`src/rtl/alu_arbiter_if.sv`:
```
// Requester and ALU pin bundle for the two-port ALU arbiter.
// The arbiter is attached through the slave modport; requesters and the ALU use the master modport.
interface alu_arbiter_if;
    localparam int unsigned DATA_W = 8;
    localparam int unsigned SEL_W  = 3;

    logic              req0;
    logic              req1;
    logic [DATA_W-1:0] data1_0;
    logic [DATA_W-1:0] data2_0;
    logic [DATA_W-1:0] data1_1;
    logic [DATA_W-1:0] data2_1;
    logic [SEL_W-1:0]  select_0;
    logic [SEL_W-1:0]  select_1;
    logic              gnt0;
    logic              gnt1;
    logic              done0;
    logic              done1;
    logic [DATA_W-1:0] result_0;
    logic [DATA_W-1:0] result_1;
    logic              zero_0;
    logic              zero_1;
    logic [DATA_W-1:0] alu_data1;
    logic [DATA_W-1:0] alu_data2;
    logic [SEL_W-1:0]  alu_select;
    logic [DATA_W-1:0] alu_result;
    logic              alu_zero;
    logic              busy;

    modport master (
        output req0, req1, data1_0, data2_0, data1_1, data2_1, select_0, select_1,
        output alu_result, alu_zero,
        input  gnt0, gnt1, done0, done1, result_0, result_1, zero_0, zero_1,
        input  alu_data1, alu_data2, alu_select, busy
    );

    modport slave (
        input  req0, req1, data1_0, data2_0, data1_1, data2_1, select_0, select_1,
        input  alu_result, alu_zero,
        output gnt0, gnt1, done0, done1, result_0, result_1, zero_0, zero_1,
        output alu_data1, alu_data2, alu_select, busy
    );
endinterface

```
`src/rtl/alu_arbiter.sv`:
```
// Round-robin arbiter sharing one 8-bit ALU between two requesters: registers the winner's
// operands onto the ALU, waits SETTLE_CYCLES, then returns RESULT/ZERO with a DONE pulse.
module alu_arbiter #(
    parameter int unsigned SETTLE_CYCLES = 1
) (
    input  logic          clk,
    input  logic          reset,
    alu_arbiter_if.slave  bus
);
    localparam int unsigned DATA_W = 8;
    localparam int unsigned SEL_W  = 3;
    localparam int unsigned CNT_W  = 4;

    typedef enum logic {
        IDLE = 1'b0,
        WAIT = 1'b1
    } state_t;

    state_t            state, state_n;
    logic [CNT_W-1:0]  cnt, cnt_n;
    logic              last, last_n;
    logic              win;

    logic              gnt0_q, gnt1_q, gnt0_n, gnt1_n;
    logic              done0_q, done1_q, done0_n, done1_n;
    logic [DATA_W-1:0] res0_q, res1_q, res0_n, res1_n;
    logic              zero0_q, zero1_q, zero0_n, zero1_n;
    logic [DATA_W-1:0] alu_d1_q, alu_d2_q, alu_d1_n, alu_d2_n;
    logic [SEL_W-1:0]  alu_sel_q, alu_sel_n;
    logic              busy_q, busy_n;

    // State and output registers; reset clears everything and arms port 0 for first contention
    always_ff @(posedge clk) begin
        if (reset) begin
            state     <= IDLE;
            cnt       <= '0;
            last      <= 1'b1;
            gnt0_q    <= 1'b0;
            gnt1_q    <= 1'b0;
            done0_q   <= 1'b0;
            done1_q   <= 1'b0;
            res0_q    <= '0;
            res1_q    <= '0;
            zero0_q   <= 1'b0;
            zero1_q   <= 1'b0;
            alu_d1_q  <= '0;
            alu_d2_q  <= '0;
            alu_sel_q <= '0;
            busy_q    <= 1'b0;
        end else begin
            state     <= state_n;
            cnt       <= cnt_n;
            last      <= last_n;
            gnt0_q    <= gnt0_n;
            gnt1_q    <= gnt1_n;
            done0_q   <= done0_n;
            done1_q   <= done1_n;
            res0_q    <= res0_n;
            res1_q    <= res1_n;
            zero0_q   <= zero0_n;
            zero1_q   <= zero1_n;
            alu_d1_q  <= alu_d1_n;
            alu_d2_q  <= alu_d2_n;
            alu_sel_q <= alu_sel_n;
            busy_q    <= busy_n;
        end
    end

    // Next-state and next-output logic
    always_comb begin
        state_n   = state;
        cnt_n     = cnt;
        last_n    = last;
        win       = 1'b0;
        gnt0_n    = 1'b0;
        gnt1_n    = 1'b0;
        done0_n   = 1'b0;
        done1_n   = 1'b0;
        res0_n    = res0_q;
        res1_n    = res1_q;
        zero0_n   = zero0_q;
        zero1_n   = zero1_q;
        alu_d1_n  = alu_d1_q;
        alu_d2_n  = alu_d2_q;
        alu_sel_n = alu_sel_q;

        case (state)
            IDLE: begin
                if (bus.req0 || bus.req1) begin
                    // Port 1 wins alone, or on contention when port 0 was served last
                    win       = bus.req1 && (!bus.req0 || !last);
                    alu_d1_n  = win ? bus.data1_1  : bus.data1_0;
                    alu_d2_n  = win ? bus.data2_1  : bus.data2_0;
                    alu_sel_n = win ? bus.select_1 : bus.select_0;
                    gnt0_n    = !win;
                    gnt1_n    = win;
                    last_n    = win;
                    cnt_n     = CNT_W'(SETTLE_CYCLES);
                    state_n   = WAIT;
                end
            end
            WAIT: begin
                cnt_n = cnt - CNT_W'(1);
                if (cnt == CNT_W'(1)) begin
                    state_n = IDLE;
                    if (last) begin
                        res1_n  = bus.alu_result;
                        zero1_n = bus.alu_zero;
                        done1_n = 1'b1;
                    end else begin
                        res0_n  = bus.alu_result;
                        zero0_n = bus.alu_zero;
                        done0_n = 1'b1;
                    end
                end
            end
            default: state_n = IDLE;
        endcase

        busy_n = (state_n == WAIT);
    end

    assign bus.gnt0       = gnt0_q;
    assign bus.gnt1       = gnt1_q;
    assign bus.done0      = done0_q;
    assign bus.done1      = done1_q;
    assign bus.result_0   = res0_q;
    assign bus.result_1   = res1_q;
    assign bus.zero_0     = zero0_q;
    assign bus.zero_1     = zero1_q;
    assign bus.alu_data1  = alu_d1_q;
    assign bus.alu_data2  = alu_d2_q;
    assign bus.alu_select = alu_sel_q;
    assign bus.busy       = busy_q;
endmodule

```
`src/flat_wrapper.sv`:
```
// flat-port wrapper written by rule: the top's interface ports become plain ports
module alu_arbiter_flat 
#(
    parameter int unsigned SETTLE_CYCLES = 1
)
  (clk, reset, bus_req0, bus_req1, bus_data1_0, bus_data2_0, bus_data1_1, bus_data2_1, bus_select_0, bus_select_1, bus_alu_result, bus_alu_zero, bus_gnt0, bus_gnt1, bus_done0, bus_done1, bus_result_0, bus_result_1, bus_zero_0, bus_zero_1, bus_alu_data1, bus_alu_data2, bus_alu_select, bus_busy);
  alu_arbiter_if bus_i ();
  input  logic clk;
  input  logic reset;
  input wire logic [$bits(bus_i.req0)-1:0] bus_req0;
  input wire logic [$bits(bus_i.req1)-1:0] bus_req1;
  input wire logic [$bits(bus_i.data1_0)-1:0] bus_data1_0;
  input wire logic [$bits(bus_i.data2_0)-1:0] bus_data2_0;
  input wire logic [$bits(bus_i.data1_1)-1:0] bus_data1_1;
  input wire logic [$bits(bus_i.data2_1)-1:0] bus_data2_1;
  input wire logic [$bits(bus_i.select_0)-1:0] bus_select_0;
  input wire logic [$bits(bus_i.select_1)-1:0] bus_select_1;
  input wire logic [$bits(bus_i.alu_result)-1:0] bus_alu_result;
  input wire logic [$bits(bus_i.alu_zero)-1:0] bus_alu_zero;
  output wire logic [$bits(bus_i.gnt0)-1:0] bus_gnt0;
  output wire logic [$bits(bus_i.gnt1)-1:0] bus_gnt1;
  output wire logic [$bits(bus_i.done0)-1:0] bus_done0;
  output wire logic [$bits(bus_i.done1)-1:0] bus_done1;
  output wire logic [$bits(bus_i.result_0)-1:0] bus_result_0;
  output wire logic [$bits(bus_i.result_1)-1:0] bus_result_1;
  output wire logic [$bits(bus_i.zero_0)-1:0] bus_zero_0;
  output wire logic [$bits(bus_i.zero_1)-1:0] bus_zero_1;
  output wire logic [$bits(bus_i.alu_data1)-1:0] bus_alu_data1;
  output wire logic [$bits(bus_i.alu_data2)-1:0] bus_alu_data2;
  output wire logic [$bits(bus_i.alu_select)-1:0] bus_alu_select;
  output wire logic [$bits(bus_i.busy)-1:0] bus_busy;
  assign bus_i.req0 = bus_req0;
  assign bus_i.req1 = bus_req1;
  assign bus_i.data1_0 = bus_data1_0;
  assign bus_i.data2_0 = bus_data2_0;
  assign bus_i.data1_1 = bus_data1_1;
  assign bus_i.data2_1 = bus_data2_1;
  assign bus_i.select_0 = bus_select_0;
  assign bus_i.select_1 = bus_select_1;
  assign bus_i.alu_result = bus_alu_result;
  assign bus_i.alu_zero = bus_alu_zero;
  assign bus_gnt0 = bus_i.gnt0;
  assign bus_gnt1 = bus_i.gnt1;
  assign bus_done0 = bus_i.done0;
  assign bus_done1 = bus_i.done1;
  assign bus_result_0 = bus_i.result_0;
  assign bus_result_1 = bus_i.result_1;
  assign bus_zero_0 = bus_i.zero_0;
  assign bus_zero_1 = bus_i.zero_1;
  assign bus_alu_data1 = bus_i.alu_data1;
  assign bus_alu_data2 = bus_i.alu_data2;
  assign bus_alu_select = bus_i.alu_select;
  assign bus_busy = bus_i.busy;
  alu_arbiter #(.SETTLE_CYCLES(SETTLE_CYCLES)) u_core (.clk(clk), .reset(reset), .bus(bus_i));
endmodule
```
`config.mk`:
```
export PLATFORM = sky130hd
export DESIGN_NAME = alu_arbiter_flat
export DESIGN_NICKNAME = d
export VERILOG_FILES = /design/src/rtl/alu_arbiter_if.sv /design/src/rtl/alu_arbiter.sv /design/src/flat_wrapper.sv
export SDC_FILE = /design/constraint.sdc
export NUM_CORES = 1
export LEC_CHECK = 0
export BUFFER_PORTS_ARGS = -buffer_cell sky130_fd_sc_hd__buf_2
export CAP_MARGIN = 20
export CORE_MARGIN = 2
export CORE_UTILIZATION = 45
export DETAILED_ROUTE_END_ITERATION = 10
export PLACE_DENSITY_LB_ADDON = 0.25
export SLEW_MARGIN = 25
export SYNTH_ARGS = -nofsm -noshare
export SYNTH_HDL_FRONTEND = slang
export SYNTH_SLANG_ARGS = --single-unit
```
`constraint.sdc`:
```
create_clock -name clk -period 3.3 [get_ports clk]
set_input_delay 0.66 -clock clk [delete_from_list [all_inputs] [get_ports clk]]
set_output_delay 0.66 -clock clk [all_outputs]
set_load 0.005 [all_outputs]
```
[Word-level counts from Yosys, hierarchy flattened]
Cells that the tools add are included.
Cells by class
  add/subtract/negate cells: 1
  equality and inequality tests: 2
  multiplexer cells: 10
  bitwise operators: 4
  reduce and logical (&&, ||, !) cells: 11
Operators with widths (number)
  8-bit two-way mux: 2
  4-bit case mux with 2 select lines: 1
  3-bit AND reduction: 2
  3-bit OR reduction: 2
  4-bit by 1-bit equality test with 1-bit output, second input constant: 1
  1-bit two-way mux: 4
  4-bit two-way mux: 1
  1-bit inverter: 4
  4-bit by 1-bit subtractor with 4-bit output, second input constant: 1
  1-bit logical NOT: 3
  3-bit two-way mux: 1
  1-bit logical OR: 2
  2-bit by 1-bit != test with 1-bit output, second input constant: 1
  1-bit case mux with 2 select lines: 1
  2-bit AND reduction: 1
  1-bit logical AND: 1
Storage, ports and cells
  register bits after elaboration: 47
  input bits: 51
  output and inout port bits: 42
  word-level logic and storage cells: 42

[Longest topological paths before layout]
  depth in word-level cells: 4
  gate-level depth with buffers: 6

[Worst setup path before layout]
Ideal clock, no wire load.
  path kind: input to register
  start: input port reset
  end: register u_core.alu_d1_q[2] (netlist: u_core.bus.alu_data1[2])
  data arrival time: 1.474 ns
  required time: 3.178 ns
  path slack: 1.704 ns
  stages on the path: 5
  buffers on the path: 2
  path through: buf_2 -> nor2_1 -> clkbuf_1 -> and4b_2 -> a221o_1
RTL lines
  start: declaration: line flat_wrapper.sv:9  | input logic reset;
  end signal: assignment: line alu_arbiter.sv:62  | alu_d1_q <= alu_d1_n;
  end: declaration: line alu_arbiter.sv:28  | logic [DATA_W-1:0] alu_d1_q, alu_d2_q, alu_d1_n, alu_d2_n;

==> results_dict.tcl <==
set metrics [dict create \
    outcome "finished clean" \
    skew_ns 0.004863 \
    die_h_um 70.74 \
    worst-setup-path-type "reg2reg" \
    clock.fmax_ghz 0.5608 \
    required_ns 3.52 \
    grt_pass1_vias 1604 \
    fin_nets 315 \
    cp-start-kind "flop" \
    relSlewSlack_pct 57.88 \
    clkSinkCount 47 \
    synth_cells 178 \
    min_period_ns 1.783 \
    worstSkewPairLatency_ns 0.29 \
    dieArea_sq_mm 0.005004 \
    hold-worst-slack_ns 0.4702 \
    power_density_mw_per_mm2 450.9 \
    synth-seq-cells 47 \
    p_leak_nw 1.275 \
    rsz0062_at_grt "no" \
    yosysSeqAreaShare_pct 46.94 \
    ios 93 \
    antennaDiodeCount 0 \
    cts_hold_buf 0 \
    drc 0 \
    cts_tree "done" \
    finalMaxSlewViolations 0 \
    dp_hpwl_mm 2.993 \
    max-clock-path-buffers 2 \
    synth_top_area_cell "dfxtp_1" \
    core_area_sq_mm 0.004324 \
    gp_congestion 0.6963 \
    die_w_um 70.74 \
    overflow 0 \
    cap_violations 0 \
    htreeDepth 2 \
    ys_warn_count 0 \
    firstDrtPassIters 4 \
    yosysMostFrequentCell "dfxtp_1" \
    path_max_fanout 12 \
    ant_nets 0 \
    worst_pin_slew_ns 0.6311 \
    async_flop_share_pct 0 \
    antenna_found_initial 0 \
    final.period_utilization_pct 54.04 \
    cts_setup_buffers 0 \
    viasPerCell 5.207 \
    cts_resized 0 \
    nFillCells 390 \
    synth_edf_count 0 \
    syn_nets 231 \
    ys_top_cells_by_area "dfxtp_1 47%, a221o_1 9.5%, mux2i_1 9.0%" \
    synth_cell_types 28 \
    dominantRegCellSynth "dfxtp_1" \
    area_growth_syn_to_layout_pct 26.16 \
    port_buffers 92 \
    hold_viol_final 0 \
    synth_area_per_cell_sq_um 11.26 \
    wl_per_cell_um 13.60 \
    ir_drop_mv 0.2140 \
    num_rows 24 \
    grt_pass1_wl_mm 7.279 \
    start_util_pct 46.35 \
    first_iter_violations 63 \
    finalSetupViolations 0 \
    drt-total-wl_mm 4.269 \
    numCtsBuffers 5 \
    clkTransAtPathRegs_ns 0.08 \
    cts_root_buf "clkbuf_8" \
    grtUsageTotal_pct 17.69 \
    drive_gt1_share_pct 43.51 \
    synth_common_cells "47 x dfxtp_1, 28 x nand2b_1, 19 x a221o_1" \
    grt_max_degree 37 \
    worstPathArrival_ns 2.01 \
    cp-end-kind "flop" \
    tns_ns 0 \
    hold_path_class "reg2reg" \
    syn_area_sq_mm 0.002004 \
    synth_top_area_share_pct 46.94 \
    vias 1635 \
]
==> registers in the layout (all words and copies together) (netlist names) <==
name and flops:
u_core.bus.done0 1, u_core.bus.zero_0 1, u_core.cnt 4, u_core.last 1, u_core.bus.done1 1, u_core.bus.result_1 8, u_core.bus.busy 1, u_core.bus.alu_data2 8
u_core.bus.gnt1 1, u_core.bus.gnt0 1, u_core.bus.result_0 8, u_core.bus.zero_1 1, u_core.bus.alu_select 3, u_core.bus.alu_data1 8
==> stage by stage <==
stage	utilization, %	cells	power (mW)	setup slack [ns]	cell area, sq um
3_3_place_gp	56.39	307	0.8106	1.013	2439
4_1_cts	58.42	314	1.157	1.215	2526
5_1_grt	58.48	314	1.197	1.349	2529
3_5_place_dp	56.39	307	0.8137	0.9035	2439
2_1_floorplan	-	178	0.7439	1.704	2004
6_report	58.48	314	1.140	1.517	2529
==> critical path: stages, from the launching register on <==
cell and delay (ns):
dfxtp_1 0.60, and4bb_2 0.34, and2_1 0.52, mux2i_1 0.25
==> cell type report <==
class / count / area (sq um) / area share, %
clock buffer: 6 / 82.58 / 3.266
clock inverter: 1 / 5.005 / 0.1979
inverter: 4 / 15.01 / 0.5938
multi-input combinational: 111 / 952.2 / 37.65
sequential: 47 / 940.9 / 37.21
tap: 52 / 65.06 / 2.573
timing repair buffer: 93 / 467.9 / 18.51
==> worst paths after layout <==
kind                                                           from                                   to  slack [ns]  cells after the start
worst max-delay path                     u_core.bus.busy$_SDFF_PP0_  u_core.bus.result_1[1]$_SDFFE_PP0P_        1.52                      3
worst min-delay path            u_core.bus.result_1[0]$_SDFFE_PP0P_  u_core.bus.result_1[0]$_SDFFE_PP0P_        0.47                      2
worst max register to register           u_core.bus.busy$_SDFF_PP0_  u_core.bus.result_1[1]$_SDFFE_PP0P_        1.52                      3
worst min register to register  u_core.bus.result_1[0]$_SDFFE_PP0P_  u_core.bus.result_1[0]$_SDFFE_PP0P_        0.47                      2
==> placed cells by master, fill, tap and decap left out <==
cell       count
buf_2         92
dfxtp_1       47
nand2b_1      28
a221o_1       19
mux2i_1       18
and4b_1       11
and4b_2        8
clkbuf_8       6
inv_1          4
nor2_1         3
and2_1         3
nor3_1         3
nand2_1        2
a21oi_1        2
ha_1           2
o21ba_2        1
a2111oi_4      1
nor2_2         1
and4bb_2       1
nand2_2        1
and2b_1        1
nor4_1         1
a211oi_1       1
xnor2_1        1
nand3b_1       1
or4b_1         1
a31o_2         1
clkinv_2       1
buf_4          1
==> report_power, final <==
group	total [mW]	internal, mW	switching [mW]
combinational	0.171	0.0931	0.0783
sequential	0.627	0.604	0.0227
clock	0.342	0.164	0.177
total	1.14	0.862	0.278
==> kinds of logic after synthesis <==
family	synth area share, %
mux	8.989
flops	46.94
compound gates	12.67
buf+inv	5.679
simple gates	24.03
fa+ha+maj	1.248
xor+xnor	0.4370
==> per-layer routing <==
layer / vias up / share of wire (%) / track usage (%)
li1: 824 / - / -
met1: 749 / 45 / 22.71
met2: 57 / 47 / 30.01
met3: 5 / 6.6 / 4.701
met4: 0 / 0.94 / 3.774
met5: - / 0 / 0
Note: power is estimated with default switching activity, not from simulation.
